File: src/rtl/jogador_pkg.sv
// Shared types and sizes for the memory-game auto-player.
package jogador_pkg;

  localparam int unsigned MEM_DEPTH = 16;
  localparam int unsigned ADDR_W    = 4;
  localparam int unsigned PAT_W     = 4;
  localparam int unsigned N_W       = ADDR_W + 1;  // item count spans 0..16
  localparam int unsigned CNT_W     = 16;

  typedef enum logic [3:0] {
    INICIAL     = 4'd0,
    PULSO_JOGAR = 4'd1,
    OBSERVA     = 4'd2,
    PRESSIONA   = 4'd3,
    SOLTA       = 4'd4,
    FIM         = 4'd5
  } estado_t;

  function automatic logic one_hot(input logic [PAT_W-1:0] v);
    return (v != '0) && ((v & (v - PAT_W'(1))) == '0);
  endfunction

endpackage

File: src/rtl/jogador_automatico_if.sv
// Game-side signals shared between the auto-player (master) and the game (slave).
interface jogador_automatico_if;
  import jogador_pkg::*;

  logic [PAT_W-1:0] leds;
  logic             ganhou;
  logic             perdeu;
  logic [PAT_W-1:0] botoes;
  logic             jogar;

  modport master (input leds, ganhou, perdeu, output botoes, jogar);
  modport slave  (output leds, ganhou, perdeu, input botoes, jogar);
endinterface

File: src/rtl/memoria_jogadas.sv
// 16x4 sequence memory: synchronous write, asynchronous read, contents not reset.
module memoria_jogadas
  import jogador_pkg::*;
(
  input  logic              clock,
  input  logic              we_i,
  input  logic [ADDR_W-1:0] waddr_i,
  input  logic [PAT_W-1:0]  wdata_i,
  input  logic [ADDR_W-1:0] raddr_i,
  output logic [PAT_W-1:0]  rdata_o
);

  logic [PAT_W-1:0] mem_q [MEM_DEPTH];

  always_ff @(posedge clock) begin
    if (we_i) mem_q[waddr_i] <= wdata_i;
  end

  assign rdata_o = mem_q[raddr_i];

endmodule

File: src/rtl/jogador_automatico.sv
// Auto-player: records each round's LED event and replays the stored sequence as presses.
// Optional macro JOGADOR_ERRO_INJETADO_EN corrupts one chosen press to exercise the lose path.
module jogador_automatico
  import jogador_pkg::*;
#(
  parameter int unsigned START_CYCLES = 5,
  parameter int unsigned HOLD_CYCLES  = 5,
  parameter int unsigned GAP_CYCLES   = 5,
  parameter int unsigned IDLE_CYCLES  = 8,
  parameter int unsigned ERRO_RODADA  = 3,
  parameter int unsigned ERRO_JOGADA  = 1
) (
  input  logic                     clock,
  input  logic                     reset,
  input  logic                     iniciar,
  jogador_automatico_if.master     jogo,
  output logic                     ativo,
  output logic                     fim,
  output logic                     erro_leds,
  output logic [3:0]               db_rodada,
  output logic [3:0]               db_estado
);

  estado_t          state_q, state_d;
  logic [CNT_W-1:0] cnt_q, cnt_d;
  logic [CNT_W-1:0] idle_q, idle_d;
  logic [N_W-1:0]   n_q, n_d;
  logic [N_W-1:0]   j_q, j_d;
  logic [3:0]       rodada_q, rodada_d;
  logic             erro_q, erro_d;
  logic             pend_q, pend_d;
  logic [PAT_W-1:0] leds_d_q;
  logic             mem_we;
  logic [PAT_W-1:0] mem_rdata;
  logic             evento_c;
  logic             injeta_c;

  memoria_jogadas u_mem (
    .clock   (clock),
    .we_i    (mem_we),
    .waddr_i (n_q[ADDR_W-1:0]),
    .wdata_i (jogo.leds),
    .raddr_i (j_q[ADDR_W-1:0]),
    .rdata_o (mem_rdata)
  );

  assign evento_c = (leds_d_q == '0) && (jogo.leds != '0);

`ifdef JOGADOR_ERRO_INJETADO_EN
  assign injeta_c = (rodada_q == 4'(ERRO_RODADA)) && (j_q == N_W'(ERRO_JOGADA));
`else
  logic unused_erro_params;
  assign injeta_c           = 1'b0;
  assign unused_erro_params = ^{32'(ERRO_RODADA), 32'(ERRO_JOGADA)};
`endif

  // State and counter registers
  always_ff @(posedge clock) begin
    if (reset) begin
      state_q  <= INICIAL;
      cnt_q    <= '0;
      idle_q   <= '0;
      n_q      <= '0;
      j_q      <= '0;
      rodada_q <= '0;
      erro_q   <= 1'b0;
      pend_q   <= 1'b0;
      leds_d_q <= '0;
    end else begin
      state_q  <= state_d;
      cnt_q    <= cnt_d;
      idle_q   <= idle_d;
      n_q      <= n_d;
      j_q      <= j_d;
      rodada_q <= rodada_d;
      erro_q   <= erro_d;
      pend_q   <= pend_d;
      leds_d_q <= jogo.leds;
    end
  end

  // Next state; a start request wipes the recorded sequence as PULSO_JOGAR begins
  always_comb begin
    state_d  = state_q;
    cnt_d    = cnt_q;
    idle_d   = idle_q;
    n_d      = n_q;
    j_d      = j_q;
    rodada_d = rodada_q;
    erro_d   = erro_q;
    pend_d   = pend_q;
    mem_we   = 1'b0;

    unique case (state_q)
      INICIAL, FIM: begin
        if (iniciar) begin
          state_d  = PULSO_JOGAR;
          cnt_d    = '0;
          idle_d   = '0;
          n_d      = '0;
          j_d      = '0;
          rodada_d = '0;
          erro_d   = 1'b0;
          pend_d   = 1'b0;
        end
      end
      PULSO_JOGAR: begin
        if (cnt_q == CNT_W'(START_CYCLES - 1)) begin
          state_d = OBSERVA;
          cnt_d   = '0;
        end else begin
          cnt_d = cnt_q + CNT_W'(1);
        end
      end
      OBSERVA: begin
        if (idle_q == CNT_W'(IDLE_CYCLES)) begin
          state_d = PRESSIONA;
          cnt_d   = '0;
          idle_d  = '0;
          j_d     = '0;
          pend_d  = 1'b0;
        end else begin
          if (evento_c) begin
            if (one_hot(jogo.leds) && (n_q < N_W'(MEM_DEPTH))) begin
              mem_we = 1'b1;
              n_d    = n_q + N_W'(1);
              pend_d = 1'b1;
            end else begin
              erro_d = 1'b1;
            end
          end
          if (jogo.leds != '0) idle_d = '0;
          else if (pend_q)     idle_d = idle_q + CNT_W'(1);
        end
      end
      PRESSIONA: begin
        if (cnt_q == CNT_W'(HOLD_CYCLES - 1)) begin
          state_d = SOLTA;
          cnt_d   = '0;
        end else begin
          cnt_d = cnt_q + CNT_W'(1);
        end
      end
      SOLTA: begin
        if (cnt_q == CNT_W'(GAP_CYCLES - 1)) begin
          cnt_d = '0;
          j_d   = j_q + N_W'(1);
          if ((j_q + N_W'(1)) == n_q) begin
            state_d  = OBSERVA;
            rodada_d = rodada_q + 4'd1;
          end else begin
            state_d = PRESSIONA;
          end
        end else begin
          cnt_d = cnt_q + CNT_W'(1);
        end
      end
      default: state_d = INICIAL;
    endcase

    // Game over overrides everything while the player is running
    if ((jogo.ganhou || jogo.perdeu) && (state_q != INICIAL) && (state_q != FIM)) begin
      state_d = FIM;
    end
  end

  // Moore output decode
  always_comb begin
    jogo.botoes = '0;
    jogo.jogar  = (state_q == PULSO_JOGAR);
    ativo       = (state_q != INICIAL) && (state_q != FIM);
    fim         = (state_q == FIM);
    erro_leds   = erro_q;
    db_rodada   = rodada_q;
    db_estado   = state_q;
    if (state_q == PRESSIONA) begin
      if (injeta_c) jogo.botoes = (mem_rdata == 4'b0001) ? 4'b0010 : 4'b0001;
      else          jogo.botoes = mem_rdata;
    end
  end

endmodule

File: src/flat_wrapper.sv
// flat-port wrapper written by rule: the top's interface ports become plain ports
module jogador_automatico_flat import jogador_pkg::*;
#(
  parameter int unsigned START_CYCLES = 5,
  parameter int unsigned HOLD_CYCLES  = 5,
  parameter int unsigned GAP_CYCLES   = 5,
  parameter int unsigned IDLE_CYCLES  = 8,
  parameter int unsigned ERRO_RODADA  = 3,
  parameter int unsigned ERRO_JOGADA  = 1
)
  (clock, reset, iniciar, ativo, fim, erro_leds, db_rodada, db_estado, jogo_leds, jogo_ganhou, jogo_perdeu, jogo_botoes, jogo_jogar);
  jogador_automatico_if jogo_i ();
  input  logic clock;
  input  logic reset;
  input  logic iniciar;
  output logic ativo;
  output logic fim;
  output logic erro_leds;
  output logic [3:0] db_rodada;
  output logic [3:0] db_estado;
  input wire logic [$bits(jogo_i.leds)-1:0] jogo_leds;
  input wire logic [$bits(jogo_i.ganhou)-1:0] jogo_ganhou;
  input wire logic [$bits(jogo_i.perdeu)-1:0] jogo_perdeu;
  output wire logic [$bits(jogo_i.botoes)-1:0] jogo_botoes;
  output wire logic [$bits(jogo_i.jogar)-1:0] jogo_jogar;
  assign jogo_i.leds = jogo_leds;
  assign jogo_i.ganhou = jogo_ganhou;
  assign jogo_i.perdeu = jogo_perdeu;
  assign jogo_botoes = jogo_i.botoes;
  assign jogo_jogar = jogo_i.jogar;
  jogador_automatico #(.START_CYCLES(START_CYCLES), .HOLD_CYCLES(HOLD_CYCLES), .GAP_CYCLES(GAP_CYCLES), .IDLE_CYCLES(IDLE_CYCLES), .ERRO_RODADA(ERRO_RODADA), .ERRO_JOGADA(ERRO_JOGADA)) u_core (.clock(clock), .reset(reset), .iniciar(iniciar), .jogo(jogo_i), .ativo(ativo), .fim(fim), .erro_leds(erro_leds), .db_rodada(db_rodada), .db_estado(db_estado));
endmodule
File: config.mk
export PLATFORM = sky130hd
export DESIGN_NAME = jogador_automatico_flat
export DESIGN_NICKNAME = d
export VERILOG_FILES = /design/src/rtl/jogador_pkg.sv /design/src/rtl/jogador_automatico_if.sv /design/src/rtl/memoria_jogadas.sv /design/src/rtl/jogador_automatico.sv /design/src/flat_wrapper.sv
export SDC_FILE = /design/constraint.sdc
export NUM_CORES = 1
export LEC_CHECK = 0
export BUFFER_PORTS_ARGS = -buffer_cell sky130_fd_sc_hd__buf_2
export CORE_MARGIN = 2
export CORE_UTILIZATION = 54
export CTS_BUF_LIST = sky130_fd_sc_hd__clkbuf_8
export CTS_CLUSTER_SIZE = 10
export DETAILED_ROUTE_END_ITERATION = 6
export PLACE_DENSITY = 0.71
export SLEW_MARGIN = 10
export SYNTH_ARGS = -nofsm -noshare
export SYNTH_HDL_FRONTEND = slang
export SYNTH_HIERARCHICAL = 1
export SYNTH_SLANG_ARGS = --single-unit
File: constraint.sdc
create_clock -name clock -period 2.8 [get_ports clock]
set_clock_uncertainty 0.1 [all_clocks]
set_input_delay 0.28 -clock clock [delete_from_list [all_inputs] [get_ports clock]]
set_output_delay 0.28 -clock clock [all_outputs]
set_load 0.01 [all_outputs]
==> results.ini, run 1 <==
[sta]
tns_ns = 0
min_period_ns = 2.65
slew_viol_final = 0
worst_slew_pin_slew_ns = 0.698
setup-violations-final = 0
hold_viol_final = 0
fin_crit_sh_pct = 94.7
maxSlewHeadroom_pct = 52.8
rsz0062_at_grt = false
max_freq_mhz = 377

[setup_path]
worst-setup-path-type = reg -> out
r2r_end = u_core/u_mem/mem_q[3][0]
critPathArrivalTime_ns = 2.27
reg2reg_setup_slack_ns = 0.16
worst-r2r-cell-count = 8
path_cells = buf_4 -> mux4_1 -> a22oi_1 -> nand3_1 -> and3_1 -> buf_2
cp-end-kind = primary output
cp_slowest_cell = mux4_1
cpPeakStageDelay_ns = 0.58
required_ns = 2.42
cp-start-kind = register
r2r-start = u_core/idle_q[0]
cp_max_fo = 8

[final_layout]
antenna_cells = 0
area_delta_synth_final_pct = 13.3
fillers = 799
multiInputGateArea_sq_um = 2470
fin_cells = 693
drive_gt1_share_pct = 16.7
regArea_sq_um = 3020
fin_nets = 560

[synth]
syn_area_sq_um = 5630
synth_top_area_share_pct = 34.1
yosysSeqAreaShare_pct = 53.7
synth_edf_count = 64
synth-async-reset-ratio_pct = 0
syn-num-nets = 512
ys_ff_latch = 119
yosysTopAreaCell = edfxtp_1
yosysUniqueCellTypes = 65
syn_avg_cell_area_sq_um = 11.4
synth.area.top_cells = edfxtp_1, dfxtp_1, mux4_1, nor2_1, nand3_1
yosys_warnings = 6
synth_flop_cell = edfxtp_1
netlist_instances = 496

[power_and_ir_drop]
power_frac_seq_pct = 45.9
power_leakage_nw = 2.21
power_frac_comb_pct = 18.0
p_switching_mw = 1.26
totalPowerFinal_mw = 4.17
pwr_density_cell_nw_per_um2 = 653
power_frac_clock_pct = 36.1
p_int_mw = 2.91
ir_drop_mv = 0.340
p_sw_share_pct = 30.2

[grt]
grt_start_max_net_pins = 30
grt_pass1_vias = 4085
grt_pass1_wl_mm = 20.5
grt-ovfl-total = 0
grt.total_usage_pct = 23.7
antenna_found_initial = 0

[clocking]
cts_made_buffers = 17
max-clock-path-buffers = 2
cts_tree = yes
cts_root_buf = clkbuf_8
clkSinkCount = 119
cts_hold_buf = 0
clk_pin_slew_worst_paths_ns = 0.07
clk-insertion-delay-late_ns = 0.43
cts_htree_levels = 4

[drt]
drt-initial-drc-count = 273
via_per_inst = 6.01
drc = 0
wl_mm = 12.4
dr.pass1.iters = 5
num_vias = 4163
avgRoutedWirePerCell_um = 17.9
antenna_left = 0

[hold_path]
hp-class = in -> reg
worstHoldStart = jogo_leds[1]
hold_depth = 2
worstHoldEndpoint = u_core/leds_d_q[1]

[placed_design]
place.gp.congestion = 0.837
io_buffers = 23
dpl.hpwl_mm = 8.61
dp.cells = 660

[floorplan]
die_y_um = 106
rows = 37
placeableCoreArea_sq_um = 10200
ios = 25
start_util_pct = 55.0
die_area_sq_um = 11300
die-width_um = 106

[run_status]
status = finished clean

[flow_run]
cap_violations = 0

critical path, delay by kind of cell (launching register included):
family / cells / cell delay, ns
flops: 1 / 0.36
simple gates: 2 / 0.27
compound gates: 1 / 0.30
buf+inv: 2 / 0.33
mux: 1 / 0.58
kinds of logic (layout without fill, tap and decap cells):
kind of cell	after synthesis	count (layout)	synth area share [%]
multiplexers	17	17	7.53
other	1	1	0.0666
buffers and inverters	28	89	2.62
adder cells (fa/ha/maj)	7	7	1.56
XOR/XNOR	27	27	4.20
AO/OA/AOI/OAI	77	77	9.44
flip-flops	119	119	53.7
AND/OR/NAND/NOR	220	220	20.9
per-layer routing:
layer	up-vias	wire, um	global-route usage (%)
met1	2023	5520	31.8
met3	22	648	6.50
met4	0	224	7.89
li1	1993	-	-
met2	125	6010	37.5
met5	-	0	0
flip-flops by register name (all words and copies together) (netlist names):
register and flops:
u_core/j_q 5, u_core/erro_leds 1, u_core/cnt_q 16, u_core/idle_q 16, u_core/db_estado 3, u_core/leds_d_q 4, u_core/db_rodada 4, u_core/n_q 5
u_core/pend_q 1, u_core/u_mem/mem_q 64
worst max-delay path by stage:
stage	startpoint	endpoint	slack (ns)
2_1_floorplan	jogo_leds[0]	u_core/u_mem/mem_q[0][0]	0.30
3_3_place_gp	jogo_leds[0]	u_core/u_mem/mem_q[3][0]	0.20
3_5_place_dp	jogo_leds[1]	u_core/u_mem/mem_q[2][3]	0.1
4_1_cts	u_core/j_q[0]	jogo_botoes[0]	0.11
5_1_grt	u_core/idle_q[0]	u_core/u_mem/mem_q[3][1]	0.02
6_report	u_core/j_q[0]	jogo_botoes[0]	0.15
stage by stage:
step                cell area (sq um)  util [%]  setup slack, ns  hold WS [ns]
floorplan                        5630         -            0.304         0.279
global route                     6380      62.4           0.0176        0.0321
global placement                 5980      58.4            0.202         0.368
detailed placement               5980      58.4           0.0992         0.387
finish                           6380      62.4            0.148        0.0591
CTS                              6370      62.2            0.112        0.0309
synth_stat cells (3+ instances only):
| library cell | n |
|---|---|
| and3_1 | 12 |
| nand3_1 | 32 |
| nor4b_2 | 3 |
| nor3b_1 | 5 |
| clkbuf_1 | 6 |
| a41oi_1 | 3 |
| dfxtp_1 | 55 |
| o21ai_0 | 13 |
| nand4_1 | 10 |
| edfxtp_1 | 64 |
| nor2b_1 | 10 |
| nand2b_1 | 7 |
| inv_1 | 11 |
| nor2_1 | 60 |
| or4_1 | 3 |
| nor4_1 | 5 |
| a22oi_1 | 4 |
| buf_2 | 6 |
| ha_1 | 7 |
| nor3_1 | 21 |
| xor2_1 | 18 |
| and2_1 | 4 |
| or3_1 | 3 |
| nand3b_1 | 4 |
| a21oi_1 | 27 |
| a311oi_1 | 5 |
| xnor2_1 | 9 |
| and4_1 | 6 |
| mux4_1 | 14 |
| nand2_1 | 27 |
cell usage in the layout (no fill, tap or decap), drive strengths merged, types with 13 or more instances in the layout:
cell type / count
edfxtp: 64
nand2: 27
and3: 13
clkbuf: 17
nor2: 60
mux4: 16
nand3: 32
xor2: 18
o21ai: 15
inv: 13
dfxtp: 55
buf: 46
a21oi: 28
nor3: 22
repair_timing:
action,CTS,global route
endpoints found under the hold margin,0,0
gates resized for setup,0,2
endpoints found under the setup margin,0,12
buffers inserted,0,1
power by group through the flow:
stage,Combinational [mW],Sequential [mW],Clock (mW)
finish,0.748,1.91,1.50
global route,0.832,1.92,1.63
global placement,0.716,1.95,0
CTS,0.737,1.91,1.53
detailed placement,0.731,1.95,0
floorplan,0.481,1.95,0
area by class of cell:
class                      instances  share of cell area [%]
sequential                       119                    47.4
multi-input combinational        349                    38.7
timing repair buffer              46                    4.51
clock buffer                      17                    3.67
tap                              136                    2.67
clock inverter                    15                    2.45
inverter                          11                   0.647
No activity file was read; power rests on OpenSTA's default activity.
==> run 2, diff against run 1 <==
==> constraint.sdc (replaced) <==
create_clock -name clock -period 2.8 [get_ports clock]
set_clock_uncertainty 0.1 [all_clocks]
set_input_delay 0.56 -clock clock [delete_from_list [all_inputs] [get_ports clock]]
set_output_delay 0.56 -clock clock [all_outputs]
set_load 0.01 [all_outputs]
==> results.ini, run 2 (synthesis gave the netlist of run 1 again) <==
[sta]
setup-violations-final = 0  ; unchanged
worst_slew_pin_slew_ns = 0.645  ; -0.0534 ns
min_period_ns = 2.76  ; +0.107 ns
tns_ns = 0  ; unchanged
fin_hold_ws_ns = 0.373  ; +0.314 ns
max_freq_mhz = 362  ; -3.9%
rsz0062_at_grt = true
hold_viol_final = 0  ; unchanged
fin_crit_sh_pct = 98.5  ; +3.8 points
slew_viol_final = 0  ; unchanged
maxSlewHeadroom_pct = 56.7  ; +3.9 points

[clocking]
cts_tree = yes
cts_made_buffers = 17  ; unchanged
clkSinkCount = 119  ; unchanged
clk-insertion-delay-late_ns = 0.43  ; about the same
cts_hold_buf = 0  ; unchanged
cts_root_buf = clkbuf_8
clk_pin_slew_worst_paths_ns = 0.08  ; about the same
cts_htree_levels = 4  ; unchanged
max-clock-path-buffers = 2  ; unchanged

[grt]
grt.total_usage_pct = 23.7  ; about the same
grt_util_met2_pct = 37.5  ; unchanged
grt_pass1_wl_mm = 20.5  ; +0.27%
grt_pass1_vias = 4077  ; -0.20%
antenna_found_initial = 0  ; unchanged
grtUsageMet3_pct = 5.33  ; -1.2 points
grt_busiest_layer = met2
grt_start_max_net_pins = 30  ; unchanged
grt-ovfl-total = 0  ; unchanged
met1_usage_pct = 32.2  ; +0.37 points

[floorplan]
die-width_um = 106  ; unchanged
ios = 25  ; unchanged
placeableCoreArea_sq_um = 10200  ; unchanged
die_y_um = 106  ; unchanged
die_area_sq_um = 11300  ; unchanged
rows = 37  ; unchanged
start_util_pct = 55.0  ; unchanged

[drt]
drt-initial-drc-count = 379  ; +39%
avgRoutedWirePerCell_um = 17.5  ; -2.0%
via_per_inst = 5.92  ; -1.5%
drc = 0  ; unchanged
wl_mm = 12.4  ; about the same
num_vias = 4183  ; +0.48%
dr.pass1.iters = 5  ; unchanged
antenna_left = 0  ; unchanged

[final_layout]
layout_common_cells = edfxtp_1, nor2_1, dfxtp_1
area_delta_synth_final_pct = 15.8
fin_util_pct = 63.8  ; +1.4 points
reg_top3 = u_core/u_mem/mem_q (64), u_core/cnt_q (16), u_core/idle_q (16)
final_cell_area_sq_um = 6520  ; +2.2%
fin_nets = 574  ; +2.5%
antenna_cells = 0  ; unchanged
final_common_cell = edfxtp_1
drive_gt1_share_pct = 21.0  ; +4.3 points
largest_reg_flops = 64  ; unchanged
regMostFlops = u_core/u_mem/mem_q

[setup_path]
reg2reg_setup_slack_ns = 0.12  ; -0.04 ns
r2r-start = u_core/idle_q[0]
cp_max_fo = 8  ; unchanged
worst-setup-path-type = reg -> out
cp-start-kind = register
cp-end-kind = primary output
critPathArrivalTime_ns = 2.10  ; -0.17 ns
worst-r2r-cell-count = 10  ; +2
r2r_end = u_core/u_mem/mem_q[6][2]
required_ns = 2.14  ; -0.28 ns

[placed_design]
place.gp.congestion = 0.878  ; +4.9%
io_buffers = 23  ; unchanged
dpl.hpwl_mm = 8.65  ; +0.46%
place_area_sq_um = 6090  ; +2.0%

[power_and_ir_drop]
power_leakage_nw = 2.28  ; +3.2%
totalPowerFinal_mw = 4.17  ; +0.12%
pwr_density_cell_nw_per_um2 = 639  ; -2.1%
ir_drop_mv = 0.389  ; +14%

[hold_path]
hp-class = in -> reg
worstHoldEndpoint = u_core/u_mem/mem_q[9][0]
hold_depth = 2  ; unchanged
worstHoldStart = jogo_leds[0]

[flow_run]
cap_violations = 0  ; unchanged

[run_status]
status = finished clean

run 2: what timing repair did:
action / in CTS / in global routing
buffers inserted: 0 / 2
setup endpoints to repair: 4 / 11
gates resized for setup: 10 / 7
pin swaps: 3 / 3
run 2: worst max path at each step:
| stage | from | to | slack, ns | depth (start not counted) |
|---|---|---|---|---|
| 6_report | u_core/j_q[0] | jogo_botoes[1] | 0.04 | 6 |
| 5_1_grt | u_core/j_q[0] | jogo_botoes[0] | -0.05 | 6 |
| 4_1_cts | u_core/j_q[0] | jogo_botoes[2] | 0.0005 | 6 |
| 3_5_place_dp | jogo_leds[0] | u_core/u_mem/mem_q[2][3] | -0.15 | 6 |
| 3_3_place_gp | jogo_leds[0] | u_core/u_mem/mem_q[0][0] | -0.02 | 7 |
| 2_1_floorplan | jogo_leds[0] | u_core/u_mem/mem_q[0][0] | 0.02 | 5 |
run 2: worst max-delay path, cell delays in order, from the launching register on:
cell and delay, ns:
dfxtp_4 0.37, buf_12 0.13, mux4_1 0.56, a22oi_2 0.22, nand3_1 0.09, and3_1 0.16, buf_2 0.13
run 2: metrics by stage:
step / worst slack (ns) / cells
after floorplan: 0.0242 / 496
after global placement: -0.0166 / 674
after detailed placement: -0.149 / 674
after CTS: 0.000531 / 705
after global routing: -0.0500 / 707
final: 0.0413 / 707
run 2: final cells by class:
cell class	instances	area (sq um)
flip-flops and latches	119	3030
well taps	136	170
repair buffers	60	413
inverters	11	41.3
clock inverters	15	155
clock buffers	17	234
fillers	804	3710
multi-input cells	349	2480
run 2: layer usage:
metal	vias to the layer above	share of wire, %
met5	-	0
met4	0	1.3
met3	12	3.9
met2	94	48
met1	2060	46
li1	2017	-
run 2: report_power, final:
| part | internal, mW | switching, mW |
|---|---|---|
| combinational | 0.270 | 0.478 |
| sequential | 1.87 | 0.0513 |
| clock | 0.792 | 0.715 |
